===== config.mk =====
export PLATFORM = sky130hd
export DESIGN_NAME = pipelined_cla_adder
export DESIGN_NICKNAME = d
export VERILOG_FILES = /design/src/rtl/pipelined_cla_adder_pkg.sv /design/src/rtl/pipelined_cla_adder_cla_group.sv /design/src/rtl/pipelined_cla_adder.sv
export SDC_FILE = /design/constraint.sdc
export NUM_CORES = 1
export LEC_CHECK = 0
export BUFFER_PORTS_ARGS = -buffer_cell sky130_fd_sc_hd__buf_2
export CAP_MARGIN = 5
export CELL_PAD_IN_SITES_DETAIL_PLACEMENT = 1
export CELL_PAD_IN_SITES_GLOBAL_PLACEMENT = 1
export CORE_MARGIN = 2
export CORE_UTILIZATION = 45
export CTS_BUF_LIST = sky130_fd_sc_hd__clkbuf_2
export CTS_CLUSTER_SIZE = 25
export DETAILED_ROUTE_END_ITERATION = 10
export PLACE_DENSITY_LB_ADDON = 0.1
export RECOVER_POWER = 50
export SLEW_MARGIN = 20
export SYNTH_ARGS = -nofsm -noshare
export SYNTH_HDL_FRONTEND = slang
export SYNTH_SLANG_ARGS = --single-unit

===== constraint.sdc =====
create_clock -name clk -period 2.4 [get_ports clk]
set_input_delay 0.12 -clock clk [delete_from_list [all_inputs] [get_ports clk]]
set_output_delay 0.12 -clock clk [all_outputs]
set_load 0.03 [all_outputs]

===== src/rtl/pipelined_cla_adder_pkg.sv =====
// Shared constants and types for the pipelined carry-lookahead adder.
// Latency: n/a (declarations only).
// Backpressure: n/a.
package pipelined_cla_pkg;

  localparam logic OP_ADD = 1'b0;
  localparam logic OP_SUB = 1'b1;

  // Per-stage control payload: beat-present flag and the group carry handed forward
  typedef struct packed {
    logic vld;
    logic carry;
  } stage_ctl_t;

  // One pipeline stage per lookahead group; width is expected to be a multiple of group
  function automatic int num_groups(input int width, input int group);
    return width / group;
  endfunction

endpackage


===== src/rtl/pipelined_cla_adder_cla_group.sv =====
// GROUP-bit carry-lookahead slice: sum and carry-out from a, b and carry-in.
// Latency: purely combinational.
// Backpressure: none; the enclosing pipeline decides when results are captured.
module cla_group
  import pipelined_cla_pkg::*;
#(
  parameter int GROUP = 4
) (
  input  logic [GROUP-1:0] a,
  input  logic [GROUP-1:0] b,
  input  logic             c_in,
  output logic [GROUP-1:0] sum,
  output logic             c_out
);

  logic [GROUP-1:0] gen;
  logic [GROUP-1:0] prop;
  logic [GROUP:0]   carry;
  logic             term;

  assign gen  = a & b;
  assign prop = a ^ b;

  // Flat lookahead: each carry is an OR of generate terms propagated through the bits above them
  always_comb begin
    carry    = '0;
    term     = 1'b0;
    carry[0] = c_in;
    for (int i = 1; i <= GROUP; i++) begin
      carry[i] = 1'b0;
      for (int j = 0; j < i; j++) begin
        term = gen[j];
        for (int k = j + 1; k < i; k++) begin
          term = term & prop[k];
        end
        carry[i] = carry[i] | term;
      end
      term = c_in;
      for (int k = 0; k < i; k++) begin
        term = term & prop[k];
      end
      carry[i] = carry[i] | term;
    end
  end

  assign sum   = prop ^ carry[GROUP-1:0];
  assign c_out = carry[GROUP];

endmodule


===== src/rtl/pipelined_cla_adder.sv =====
// Pipelined add/subtract, one lookahead group resolved per stage (macro PIPELINED_CLA_ADDER_OVF_EN adds ovf).
// Latency: NUM_GROUPS cycles from the accept edge to out_valid.
// Backpressure: whole pipe stalls (in_ready=0) while out_valid && !out_ready; no bubble collapsing.
module pipelined_cla_adder
  import pipelined_cla_pkg::*;
#(
  parameter int WIDTH = 16,
  parameter int GROUP = 4
) (
  input  logic             clk,
  input  logic             rst_n,
  input  logic             in_valid,
  output logic             in_ready,
  input  logic             op,
  input  logic             cin,
  input  logic [WIDTH-1:0] A,
  input  logic [WIDTH-1:0] B,
  output logic             out_valid,
  input  logic             out_ready,
  output logic [WIDTH:0]   S
`ifdef PIPELINED_CLA_ADDER_OVF_EN
  ,
  output logic             ovf
`endif
);

  localparam int NUM_GROUPS = num_groups(WIDTH, GROUP);
  localparam int LAST       = NUM_GROUPS - 1;

  logic             adv;
  logic [WIDTH-1:0] b_eff;
  logic             c_eff;

  // Subtract is A + ~B + 1, so the incoming carry is forced high and cin is ignored
  assign b_eff = (op == OP_SUB) ? ~B : B;
  assign c_eff = (op == OP_SUB) ? 1'b1 : cin;

  for (genvar k = 0; k < NUM_GROUPS; k++) begin : g_stage
    localparam int RESD = (k + 1) * GROUP;  // sum bits resolved after this stage
    localparam int REM  = WIDTH - RESD;     // operand bits still waiting for later stages

    logic [GROUP-1:0] grp_a;
    logic [GROUP-1:0] grp_b;
    logic [GROUP-1:0] grp_sum;
    logic             grp_cin;
    logic             grp_cout;
    logic             vld_in;
    stage_ctl_t       ctl_d;
    stage_ctl_t       ctl_q;
    logic [RESD-1:0]  sum_d;
    logic [RESD-1:0]  sum_q;

    if (k == 0) begin : g_first
      assign grp_a   = A[GROUP-1:0];
      assign grp_b   = b_eff[GROUP-1:0];
      assign grp_cin = c_eff;
      assign vld_in  = in_valid;
      assign sum_d   = grp_sum;
    end else begin : g_next
      assign grp_a   = g_stage[k-1].g_ops.a_q[GROUP-1:0];
      assign grp_b   = g_stage[k-1].g_ops.b_q[GROUP-1:0];
      assign grp_cin = g_stage[k-1].ctl_q.carry;
      assign vld_in  = g_stage[k-1].ctl_q.vld;
      assign sum_d   = {grp_sum, g_stage[k-1].sum_q};
    end

    assign ctl_d = '{vld: vld_in, carry: grp_cout};

    cla_group #(.GROUP(GROUP)) u_grp (
      .a     (grp_a),
      .b     (grp_b),
      .c_in  (grp_cin),
      .sum   (grp_sum),
      .c_out (grp_cout)
    );

    // Valid moves on every enabled edge; data only reloads behind a real beat so S rests on the last result
    always_ff @(posedge clk) begin
      if (!rst_n) begin
        ctl_q <= '0;
        sum_q <= '0;
      end else if (adv) begin
        ctl_q.vld <= ctl_d.vld;
        if (ctl_d.vld) begin
          ctl_q.carry <= ctl_d.carry;
          sum_q       <= sum_d;
        end
      end
    end

    if (REM > 0) begin : g_ops
      logic [REM-1:0] a_d;
      logic [REM-1:0] b_d;
      logic [REM-1:0] a_q;
      logic [REM-1:0] b_q;

      if (k == 0) begin : g_src_in
        assign a_d = A[WIDTH-1:GROUP];
        assign b_d = b_eff[WIDTH-1:GROUP];
      end else begin : g_src_stage
        assign a_d = g_stage[k-1].g_ops.a_q[REM+GROUP-1:GROUP];
        assign b_d = g_stage[k-1].g_ops.b_q[REM+GROUP-1:GROUP];
      end

      // Carry the not-yet-resolved operand bits forward with their beat
      always_ff @(posedge clk) begin
        if (!rst_n) begin
          a_q <= '0;
          b_q <= '0;
        end else if (adv && ctl_d.vld) begin
          a_q <= a_d;
          b_q <= b_d;
        end
      end
    end

`ifdef PIPELINED_CLA_ADDER_OVF_EN
    if (k == LAST) begin : g_ovf
      logic ovf_d;
      logic ovf_q;

      // Carry into the MSB is recovered from the MSB sum bit; overflow when it differs from carry-out
      assign ovf_d = (grp_a[GROUP-1] ^ grp_b[GROUP-1] ^ grp_sum[GROUP-1]) ^ grp_cout;

      // Overflow flag travels with the final-stage result
      always_ff @(posedge clk) begin
        if (!rst_n) begin
          ovf_q <= 1'b0;
        end else if (adv && ctl_d.vld) begin
          ovf_q <= ovf_d;
        end
      end
    end
`endif
  end

  assign out_valid = g_stage[LAST].ctl_q.vld;
  assign S         = {g_stage[LAST].ctl_q.carry, g_stage[LAST].sum_q};
  assign adv       = !out_valid || out_ready;
  assign in_ready  = adv;

`ifdef PIPELINED_CLA_ADDER_OVF_EN
  assign ovf = g_stage[LAST].g_ovf.ovf_q;
`endif

endmodule


# --- Word-level counts from Yosys, hierarchy flattened ---
# Cells that the tools add are included.
word_totals:
  reg_bits: 96
  word_cells: 122
  input_bits: 38
  out_inout_bits: 19
classes:
  n_reduce_logical: 9
  n_mux: 2
  n_bitwise: 93
ops:
  columns: ["cell", "count"]
  rows:
  - ["bitwise AND 1 bit", 40]
  - ["bitwise OR 1 bit", 40]
  - ["bitwise XOR 4 bit", 8]
  - ["bitwise AND 4 bit", 4]
  - ["two-way mux 16 bit", 1]
  - ["NOT 16 bit", 1]
  - ["AND reduction 2 bit", 4]
  - ["logical AND 1 bit", 3]
  - ["logical NOT 1 bit", 1]
  - ["logical OR 1 bit", 1]
  - ["two-way mux 1 bit", 1]

# --- Logic depth before layout (Yosys ltp) ---
# Gate-level depths: netlist (run 1).
logic_depth:
  ltp_word: 10
  depth_mapped: 8
  ltp_nobuf: 6

# --- By module ---
# A second synthesis (run 1) with hierarchy kept.
hier_totals:
  hier_cells: 442
  area_unflattened_um2: 4341.7
modules_own_cells:
  columns: ["module", "area_per_inst_um2", "seq_area_each_um2", "n_inst", "cells_per_inst"]
  rows:
  - ["pipelined_cla_adder", 3743.6, 1921.8, 1, 378]
  - ["cla_group (g_stage[0].u_grp ...)", 143.9, 0.0, 3, 15]
  - ["cla_group (g_stage[3].u_grp)", 166.4, 0.0, 1, 19]

# --- Worst setup path before layout (run 1) ---
# No wires, ideal clock.
synth_path:
  path_type: "input to register"
  from: "input port op"
  to: "register g_stage[0].sum_q[3]"
  arrival_time_ns: 1.707
  path_buffers: 2
  slack_ns: 0.611
  required_time_ns: 2.317
  setup_time_ns: 0.083
  cell_stages: 8
  path_cell_list: "buf_4 -> buf_6 -> xor2_1 -> ha_1 -> ha_1 -> o211a_1 -> or2_2 -> o221ai_1"
synth_between:
  elab_chain_cells: 8
  word_cells_on_any_way: 14
  cone_classes: "2 x mux; 12 x bitwise"
synth_rtl:
  columns: ["item", "line", "text"]
  rows:
  - ["from (decl)", "pipelined_cla_adder.sv:14", "input logic op,"]
  - ["two-way mux 16 bit", "pipelined_cla_adder.sv:35", "assign b_eff = (op == OP_SUB) ? ~B : B;"]
  - ["bitwise AND 4 bit or bitwise XOR 4 bit (tied branches)", "pipelined_cla_adder_cla_group.sv:21, pipelined_cla_adder_cla_group.sv:22", null]
  - ["bitwise AND 1 bit (2 in a row)", "pipelined_cla_adder_cla_group.sv:34", "term = term & prop[k];"]
  - ["bitwise OR 1 bit (2 in a row)", "pipelined_cla_adder_cla_group.sv:36", "carry[i] = carry[i] | term;"]
  - ["bitwise OR 1 bit", "pipelined_cla_adder_cla_group.sv:42", "carry[i] = carry[i] | term;"]
  - ["bitwise XOR 4 bit (*)", "pipelined_cla_adder_cla_group.sv:46", "assign sum = prop ^ carry[GROUP-1:0];"]
  - ["to (signal assigned)", "pipelined_cla_adder.sv:86", "sum_q <= sum_d;"]
  - ["to (decl)", "pipelined_cla_adder.sv:51", "logic [RESD-1:0] sum_q;"]
# Every way passes the cells marked *; elsewhere a longest branch is shown, timed or not.
# A chain may end at the register's enable or synchronous reset.

# --- Final worst setup path (run 1) ---
layout_path:
  from: "register g_stage[3].ctl_q (netlist bit out_valid)"
  to: "output port in_ready"
layout_between:
  elab_chain_cells: 2
layout_rtl:
  columns: ["item", "line", "text"]
  rows:
  - ["from (decl)", "pipelined_cla_adder.sv:49", "stage_ctl_t ctl_q;"]
  - ["logical NOT 1 bit", "pipelined_cla_adder.sv:139", "assign adv = !out_valid || out_ready;"]
  - ["logical OR 1 bit", "pipelined_cla_adder.sv:139", null]
  - ["to (decl)", "pipelined_cla_adder.sv:13", "output logic in_ready,"]
# Every way passes these cells.

==> flow_summary.json, run 1 <==
{
  "min_from": "B[0]",
  "first_pass_iters": 4,
  "drc": 0,
  "dpl.hpwl_mm": 7.490,
  "die_h_um": 104.6,
  "die-width_um": 104.6,
  "synth_nets": 576,
  "power.density_nw_per_um2": 598.3,
  "syn2layout_area_growth_pct": 13.37,
  "status": "completed",
  "synth.distinct_cells": 33,
  "finalHoldViolations": 0,
  "cts_resized": 0,
  "r2r_cells": 5,
  "seqPwrFrac_pct": 55.1,
  "final_cell_mix": "dfxtp_1 (96), a21oi_1 (88), nand3_1 (64), o21ai_0 (64), buf_2 (38)",
  "power.switching_mw": 0.8119,
  "p_int_mw": 2.279,
  "final_net_count": 626,
  "fmax_ghz": 0.4757,
  "track_usage_pct": 21.56,
  "dr_total_vias": 3897,
  "seq_area_frac_synth_pct": 42.17,
  "wl_per_cell_um": 16.33,
  "grt_max_degree": 106,
  "setup_ws_ns": 0.2977,
  "grt_pass1_vias": 3942,
  "hold_class": "in -> reg",
  "finalSetupTns_ns": 0,
  "worstPathRequired_ns": 2.28,
  "crit_start": "out_valid",
  "cts-root-buf": "clkbuf_2",
  "skew_ns": 0.02651,
  "dp_slack_ns": 0.6353,
  "instances_no_fill": 702,
  "synth-compound-area-share_pct": 27.02,
  "r2r_start": "out_valid",
  "async_flop_share_pct": 0,
  "numCtsBuffers": 9,
  "cts_sinks": 96,
  "crit_path_end_kind": "primary output",
  "ioPinCount": 57,
  "tritoncts": "built",
  "start_kind": "flop",
  "routed_wl_mm": 11.46,
  "p_comb_share_pct": 12.3,
  "placed_area_um2": 4772,
  "io_buffers": 56,
  "postLayoutCoreUtil_pct": 52.61,
  "clk_pin_slew_worst_paths_ns": 0.26,
  "insertedDiodeCount": 0,
  "ys_seq_elements": 96,
  "criticalPathCategory": "reg -> out",
  "final_common_cell": "dfxtp_1",
  "core_area_um2": 9819,
  "synth.cell_area_um2": 4557,
  "worstPathMaxFanout": 105,
  "htree_levels": 3,
  "hold_ws_ns": 0.03599,
  "hold_buffers": 26,
  "hold-path-endpoint": "g_stage[0].sum_q[0]",
  "drv_slew": 0,
  "grt_antenna_before_repair": 0,
  "synth_top_family_by_area": "compound AO/OA/AOI/OAI gates",
  "drt_iter0_drc": 134,
  "holdPathStages": 5,
  "grt_pass1_wl_mm": 19.47,
  "core.rowCount": 36,
  "clk_path_buf_depth": 2,
  "postCtsSetupBuffers": 0,
  "power_frac_clock_pct": 32.7,
  "via_per_inst": 5.551,
  "final_cell_area_um2": 5166,
  "fin_crit_sh_pct": 87.59,
  "rrSetupSlack_ns": 0.40,
  "fin_crit_ns": 2.102,
  "total_power_mw": 3.091,
  "synth_mux_area_share_pct": 0,
  "synth_edf_count": 0,
  "worstMarginPinSlew_ns": 0.7662,
  "postSynthAreaPerCell_um2": 8.866,
  "reg2reg_to": "g_stage[1].g_ops.b_q[7]",
  "vdd_drop_max_mv": 0.3019,
  "synthAdderAreaFrac_pct": 7.249,
  "critical_path_arrival_ns": 1.98,
  "dp.cells": 660,
  "rsz0062_at_grt": "false",
  "grt_remaining_overflow": 0,
  "dieArea_um2": 10950,
  "p_leak_nw": 1.982,
  "synth-main-ff-cell": "dfxtp_1",
  "clk-insertion-delay-late_ns": 0.58,
  "synthCells": 514,
  "nFillCells": 1183,
  "max-slew-margin-rel_pct": 48.92,
  "start_util_pct": 46.41,
  "swShare_pct": 26.27,
  "ant_nets": 0,
  "globalplace.congestion": 0.7355,
  "timing.max_cap.violations": 0,
  "layout-drive-gt1-share_pct": 13.36,
  "yosys_warnings": 0,
  "yosys.area_share.simple_pct": 11.86,
  "setup_viol_count_final": 0,
  "synthXorXnorAreaFrac_pct": 3.844
}
==> how the worst max path moves through the flow <==
stage | slack, ns | cells after the start | endpoint
detailed placement | 0.64 | 7 | g_stage[0].sum_q[3]
global route | 0.18 | 3 | in_ready
floorplan | 0.61 | 8 | g_stage[0].sum_q[3]
finish | 0.30 | 3 | in_ready
CTS | 0.28 | 3 | in_ready
global placement | 0.71 | 7 | g_stage[0].sum_q[3]
==> cells in the mapped netlist (8+ instances only) <==
cell | count | area, um^2
nand3_1 | 64 | 320.3
a21oi_1 | 88 | 440.4
dfxtp_1 | 96 | 1922
xnor2_1 | 16 | 140.1
o2111ai_1 | 8 | 70.07
clkbuf_1 | 16 | 60.06
nor2b_1 | 8 | 50.05
o21ai_0 | 62 | 310.3
nand2_1 | 10 | 37.54
ha_1 | 20 | 250.2
a211oi_1 | 20 | 150.1
nand4_1 | 8 | 50.05
buf_6 | 9 | 101.4
buf_2 | 20 | 100.1
==> sequential cells by signal (all words and copies together), names as in the netlist <==
signal	flops
out_valid	1
g_stage.g_ops.a_q	24
g_stage.grp_cin	3
g_stage.g_ops.b_q	24
g_stage.sum_q	40
S	1
g_stage.vld_in	3
==> logic make-up (layout without fill, tap and decap cells) <==
kind of cell | Yosys count | count (layout)
AO/OA/AOI/OAI | 208 | 208
XOR/XNOR | 20 | 20
adder cells (fa/ha/maj) | 24 | 24
buffers and inverters | 62 | 117
flip-flops | 96 | 96
AND/OR/NAND/NOR | 104 | 104
==> critical path, cell delays in order (launching register included) <==
cell and delay (ns):
dfxtp_1 0.37, nor2b_4 0.14, inv_6 0.52, buf_2 0.33
==> power by group through the flow <==
stage | registers (mW) | logic [mW] | clock network [mW]
global route | 1.71 | 0.427 | 1.11
detailed placement | 1.73 | 0.347 | 0
global placement | 1.73 | 0.334 | 0
floorplan | 1.72 | 0.255 | 0
finish | 1.70 | 0.379 | 1.01
CTS | 1.70 | 0.380 | 1.03
==> final cells by class <==
class                      count  area [um^2]  area share, %
multi-input combinational    356         2277          44.08
sequential                    96         1922          37.20
timing repair buffer          92        599.3          11.60
tap                          133        166.4          3.221
clock inverter                 7        117.6          2.277
clock buffer                   9        45.04         0.8719
inverter                       9        38.79         0.7508
==> metal layers <==
metal | GRT usage (%) | part of all wire [%] | up-vias | routed length (um)
met5 | 0 | 0 | - | 0
met4 | 7.238 | 1.6 | 0 | 184
met3 | 3.556 | 2.4 | 12 | 279
met2 | 36.32 | 48 | 61 | 5549
met1 | 28.08 | 48 | 1849 | 5449
li1 | - | - | 1975 | -
Note: power is estimated with default switching activity, not from simulation.
==> run 2: changes to the inputs <==
CELL_PAD_IN_SITES_GLOBAL_PLACEMENT = 2   (was 1)
CORE_UTILIZATION = 37   (was 45)
==> run 2 against run 1 <==
Global-route usage fell by 2.1 points; sequential share of layout area shrank 0.15 points; combinational power up 5.3%; clock-buffer cell count increased by 2; largest cell class unchanged; largest power group unchanged; sequential power about the same; utilization shrank 9.4 points; non-clock buffer count increased by 4; critical path depth is the same.
==> flow_summary.json, run 2 (same netlist as run 1, synthesis figures left out) <==
{
  "fin_crit_ns": 2.069,
  "setup_viol_count_final": 0,
  "p_leak_nw": 1.978,
  "clk-insertion-delay-late_ns": 0.57,
  "top_register": "g_stage.sum_q",
  "max-slew-margin-rel_pct": 46.23,
  "worstPathRequired_ns": 2.28,
  "globalplace.congestion": 0.7805,
  "cts_sinks": 96,
  "wl_per_cell_um": 16.92,
  "insertedDiodeCount": 0,
  "clk_path_buf_depth": 2,
  "clk_pin_slew_worst_paths_ns": 0.23,
  "skew_ns": 0.02766,
  "vdd_drop_max_mv": 0.2226,
  "r2r_cells": 5,
  "finalHoldViolations": 0,
  "core.rowCount": 40,
  "final_cell_mix": "dfxtp_1 (96), a21oi_1 (88), nand3_1 (64)",
  "power.density_nw_per_um2": 554.2,
  "via_per_inst": 5.464,
  "hold_class": "in -> reg",
  "hold_buffers": 32,
  "drc": 0,
  "grt_pass1_wl_mm": 20.46,
  "grt_pass1_vias": 3977,
  "track_usage_pct": 19.45,
  "seq_area_um2": 1922,
  "grt_remaining_overflow": 0,
  "core_area_um2": 12010,
  "first_pass_iters": 4,
  "dr_total_vias": 3934,
  "fin_crit_sh_pct": 86.20,
  "criticalPathCategory": "reg -> out",
  "syn2layout_area_growth_pct": 13.84,
  "top_regs": "g_stage.sum_q: 40 flops, g_stage.g_ops.a_q: 24 flops, g_stage.g_ops.b_q: 24 flops",
  "postLayoutCoreUtil_pct": 43.19,
  "drt_iter0_drc": 203,
  "start_kind": "flop",
  "total_power_mw": 2.875,
  "critical_path_arrival_ns": 1.95,
  "finalSetupTns_ns": 0,
  "multi_input_area_um2": 2277,
  "htree_levels": 3,
  "slowest_delay_ns": 0.49,
  "rsz0062_at_grt": "false",
  "cp_cell_sequence": "nor2b_4 > inv_6 > buf_2",
  "die_h_um": 115.0,
  "grt_max_degree": 106,
  "drv_slew": 0,
  "holdPathStages": 3,
  "numCtsBuffers": 9,
  "io_buffers": 56,
  "crit_path_end_kind": "primary output",
  "dpl.hpwl_mm": 7.592,
  "cpMaxStageDelayCell": "inv_6",
  "final_common_cell": "dfxtp_1",
  "status": "completed",
  "final_net_count": 630,
  "tritoncts": "built",
  "ioPinCount": 57,
  "worstPathMaxFanout": 105,
  "largest_reg_flops": 40,
  "cts_resized": 0,
  "routed_wl_mm": 12.18,
  "postCtsSetupBuffers": 0,
  "fmax_ghz": 0.4834,
  "start_util_pct": 37.94,
  "nFillCells": 1412,
  "grt_antenna_before_repair": 0,
  "worstMarginPinSlew_ns": 0.8066,
  "timing.max_cap.violations": 0,
  "die-width_um": 115.0,
  "cts-root-buf": "clkbuf_2",
  "dieArea_um2": 13220,
  "layout-drive-gt1-share_pct": 12.74,
  "ant_nets": 0
}
[run 2: cell count changes in the layout (fill, tap and decap cells not counted), moves of 2 or more]
cell / delta
clkinv_1: +2
dlygate4sd3_1: +6
o21ai_1: +2
bufinv_16: -2
o21ai_0: -2
[run 2: critical path: cells and delay by family (launching register included)]
kind / cells / cell delay (ns)
buffers and inverters: 2 / 0.82
flip-flops: 1 / 0.36
AND/OR/NAND/NOR: 1 / 0.14
[run 2: area by class of cell]
type / instances / area share [%]
inverter: 9 / 0.7477
tap: 147 / 3.546
sequential: 96 / 37.05
timing repair buffer: 96 / 12.78
multi-input combinational: 356 / 43.90
clock buffer: 11 / 1.061
clock inverter: 5 / 0.9165
[run 2: report_power, final]
part           switching [mW]  internal (mW)  leakage [nW]
Clock                   0.536          0.239        0.0708
Sequential             0.0397           1.66         0.782
Combinational           0.219          0.180          1.12
[run 2: worst paths after layout]
check	from	end	slack [ns]
hold reg to reg	g_stage[0].g_ops.b_q[11]	g_stage[1].g_ops.b_q[7]	0.48
setup / recovery	out_valid	in_ready	0.33
setup reg to reg	g_stage[1].g_ops.a_q[0]	g_stage[2].sum_q[11]	0.69
hold / removal	op	g_stage[0].g_ops.b_q[6]	0.06
[run 2: per-layer routing]
layer | track usage, % | wire length, um
met1 | 26.40 | 5931
met4 | 6.667 | 146
met2 | 31.69 | 5734
met3 | 2.952 | 367
met5 | 0 | 0
[run 2: through the flow]
step | worst slack (ns) | hold slack [ns] | area (um^2) | std cells
2_1_floorplan | 0.6107 | 0.2677 | 4557 | 514
3_3_place_gp | 0.5569 | 0.3799 | 4787 | 672
3_5_place_dp | 0.4700 | 0.3866 | 4787 | 672
4_1_cts | 0.2693 | 0.001290 | 5210 | 720
5_1_grt | 0.1890 | 0.01511 | 5187 | 720
6_report | 0.3312 | 0.06031 | 5187 | 720
==> run 3: changes to the inputs <==
ABC_AREA = 1   (was default)
CORE_UTILIZATION = 35   (was 37)
==> run 3 against run 2 <==
Final cell count is 3.8% higher; global-route usage is 2.9 points lower; sequential share of layout area is 1.4 points higher; synthesized cell count is 0.97% higher; critical path type is now reg -> reg; critical endpoint is now g_stage[0].g_ops.a_q[1]; largest power group unchanged; highest routed layer unchanged.
==> flow_summary.json, run 3 <==
{
  "worstMarginPinSlew_ns": 0.6227,
  "final_common_cell": "nor2_1",
  "slowest_delay_ns": 0.57,
  "ant_nets": 0,
  "first_pass_iters": 4,
  "dr_total_vias": 3464,
  "ys_seq_elements": 96,
  "start_util_pct": 36.24,
  "grt_remaining_overflow": 0,
  "fmax_ghz": 0.5079,
  "seq_area_frac_synth_pct": 45.85,
  "postLayoutCoreUtil_pct": 43.27,
  "cpMaxStageDelayCell": "dlygate4sd3_1",
  "grt_pass1_wl_mm": 16.93,
  "finalHoldViolations": 0,
  "grt_pass1_vias": 3532,
  "timing.max_cap.violations": 0,
  "cts_resized": 0,
  "synth-main-ff-cell": "dfxtp_1",
  "synth_top_area_share_pct": 45.85,
  "cts-root-buf": "clkbuf_2",
  "fin_crit_sh_pct": 82.04,
  "final_cell_mix": "nor2_1 (149), dfxtp_1 (96), o21ai_0 (78)",
  "dp_slack_ns": 0.6882,
  "clk_path_buf_depth": 2,
  "dieArea_um2": 12870,
  "hold_class": "in -> reg",
  "top_register": "g_stage.sum_q",
  "timing.critical_path.mode_cell": "nor2_1",
  "power.density_nw_per_um2": 649.6,
  "routed_wl_mm": 9.801,
  "worstPathMaxFanout": 18,
  "vdd_drop_max_mv": 0.2546,
  "synth_edf_count": 0,
  "synth.most_common_cell": "nor2_1",
  "cp_cell_sequence": "inv_1 > nor2_1 > inv_4 > nand2_4 > buf_4 > o21ai_0 > dlygate4sd3_1 > nor2_1",
  "wl_per_cell_um": 13.12,
  "synth.distinct_cells": 24,
  "clk-insertion-delay-late_ns": 0.63,
  "core_area_um2": 11560,
  "max-slew-margin-rel_pct": 58.49,
  "placed_area_um2": 4543,
  "criticalPathCategory": "reg -> reg",
  "globalplace.congestion": 0.7789,
  "syn2layout_area_growth_pct": 19.37,
  "total_power_mw": 3.250,
  "crit_path_end_kind": "flop",
  "track_usage_pct": 16.57,
  "io_buffers": 56,
  "yosys-top-cells-area": "dfxtp_1 (46%), nor2_1 (13%), o21ai_0 (9.3%), ha_1 (6.0%), xnor2_1 (3.6%)",
  "setup_ws_ns": 0.4311,
  "drv_slew": 0,
  "cts_sinks": 96,
  "grt_antenna_before_repair": 0,
  "finalSetupTns_ns": 0,
  "status": "completed",
  "largest_reg_flops": 40,
  "drc": 0,
  "tritoncts": "built",
  "p_leak_nw": 2.198,
  "htree_levels": 3,
  "final_net_count": 661,
  "synthCells": 519,
  "rsz0062_at_grt": "false",
  "synth_nets": 581,
  "yosys_warnings": 0,
  "clk_pin_slew_worst_paths_ns": 0.29,
  "core.rowCount": 39,
  "top_regs": "g_stage.sum_q: 40 flops, g_stage.g_ops.a_q: 24 flops, g_stage.g_ops.b_q: 24 flops",
  "synth_common_cells": "nor2_1 (148), dfxtp_1 (96), o21ai_0 (78)",
  "grt_max_degree": 43,
  "die_h_um": 113.4,
  "postSynthAreaPerCell_um2": 8.076,
  "ioPinCount": 57,
  "start_kind": "flop",
  "via_per_inst": 4.637,
  "dpl.hpwl_mm": 6.757,
  "synth_top_area_cell": "dfxtp_1",
  "critical_path_arrival_ns": 2.57,
  "skew_ns": 0.04514,
  "final_cell_area_um2": 5004,
  "fin_crit_ns": 1.969,
  "drt_iter0_drc": 86,
  "insertedDiodeCount": 0,
  "die-width_um": 113.4,
  "setup_viol_count_final": 0,
  "worstPathRequired_ns": 3.00,
  "synth.cell_area_um2": 4192,
  "layout-drive-gt1-share_pct": 12.25,
  "numCtsBuffers": 9,
  "async_flop_share_pct": 0
}
-- run 3: changes by cell type in the layout (fill, tap and decap cells not counted), sizes merged, moves of 5 or more --
cell     change
a211oi      -10
or2          -5
inv         +23
o2111ai      -8
nor2b        -9
o21ai       +10
a21oi       -70
nor2       +145
nand2       +24
nand3       -44
-- run 3: timing repair --
item	4_1_cts	5_1_grt
setup buffers	0	0
hold endpoints to repair	32	3
endpoints found under the setup margin	0	0
hold buffers	32	2
-- run 3: area by class of cell --
class                      count  area [um^2]
multi-input combinational    361         1963
timing repair buffer          98        658.1
tap                          143        178.9
clock buffer                   9        45.04
fill                        1408         6561
inverter                      33        126.4
sequential                    96         1922
clock inverter                 7        110.1
-- run 3: path summary, 6_finish.rpt --
kind                  startpoint                       to  slack, ns  depth (start not counted)
max                    out_valid  g_stage[0].g_ops.a_q[1]       0.43                          8
min                        rst_n      g_stage[3].sum_q[7]       0.05                          3
max reg2reg            out_valid  g_stage[0].g_ops.a_q[1]       0.43                          8
min reg2reg  g_stage[0].sum_q[1]      g_stage[1].sum_q[1]       0.48                          2
-- run 3: routing by layer --
metal | vias to the layer above | GRT usage [%] | routed length, um
li1 | 1825 | - | -
met1 | 1573 | 21.45 | 5030
met2 | 59 | 26.99 | 4314
met3 | 7 | 5.154 | 365
met4 | 0 | 4.390 | 91
met5 | - | 0 | 0
-- run 3: report_power, final --
| group | switching [mW] | internal [mW] |
|---|---|---|
| clock | 0.557 | 0.439 |
| combinational | 0.285 | 0.216 |
| sequential | 0.0561 | 1.70 |
-- run 3: cell families (layout without fill, tap and decap cells) --
group / after synthesis / in the layout / synth area share [%]
and+or+nand+nor: 207 / 207 / 19.91
AOI/OAI and AO/OA: 106 / 106 / 14.33
xor gates and xnor gates: 24 / 24 / 5.015
adders and majority gates: 24 / 24 / 7.881
DFF: 96 / 96 / 45.85
buffers and inverters: 62 / 147 / 7.015
-- run 3: stage by stage --
step | hold slack [ns] | std cells
floorplan | 0.2834 | 519
detailed placement | 0.3845 | 697
global route | 0.01456 | 747
global placement | 0.3685 | 697
finish | 0.04935 | 747
CTS | 0.003379 | 745
-- run 3: critical path: cells and delay by family, from the launching register on --
kind	cells	cell delay [ns]
AND/OR/NAND/NOR	3	0.51
buffers and inverters	4	0.97
AO/OA/AOI/OAI	1	0.10
flip-flops	1	0.39
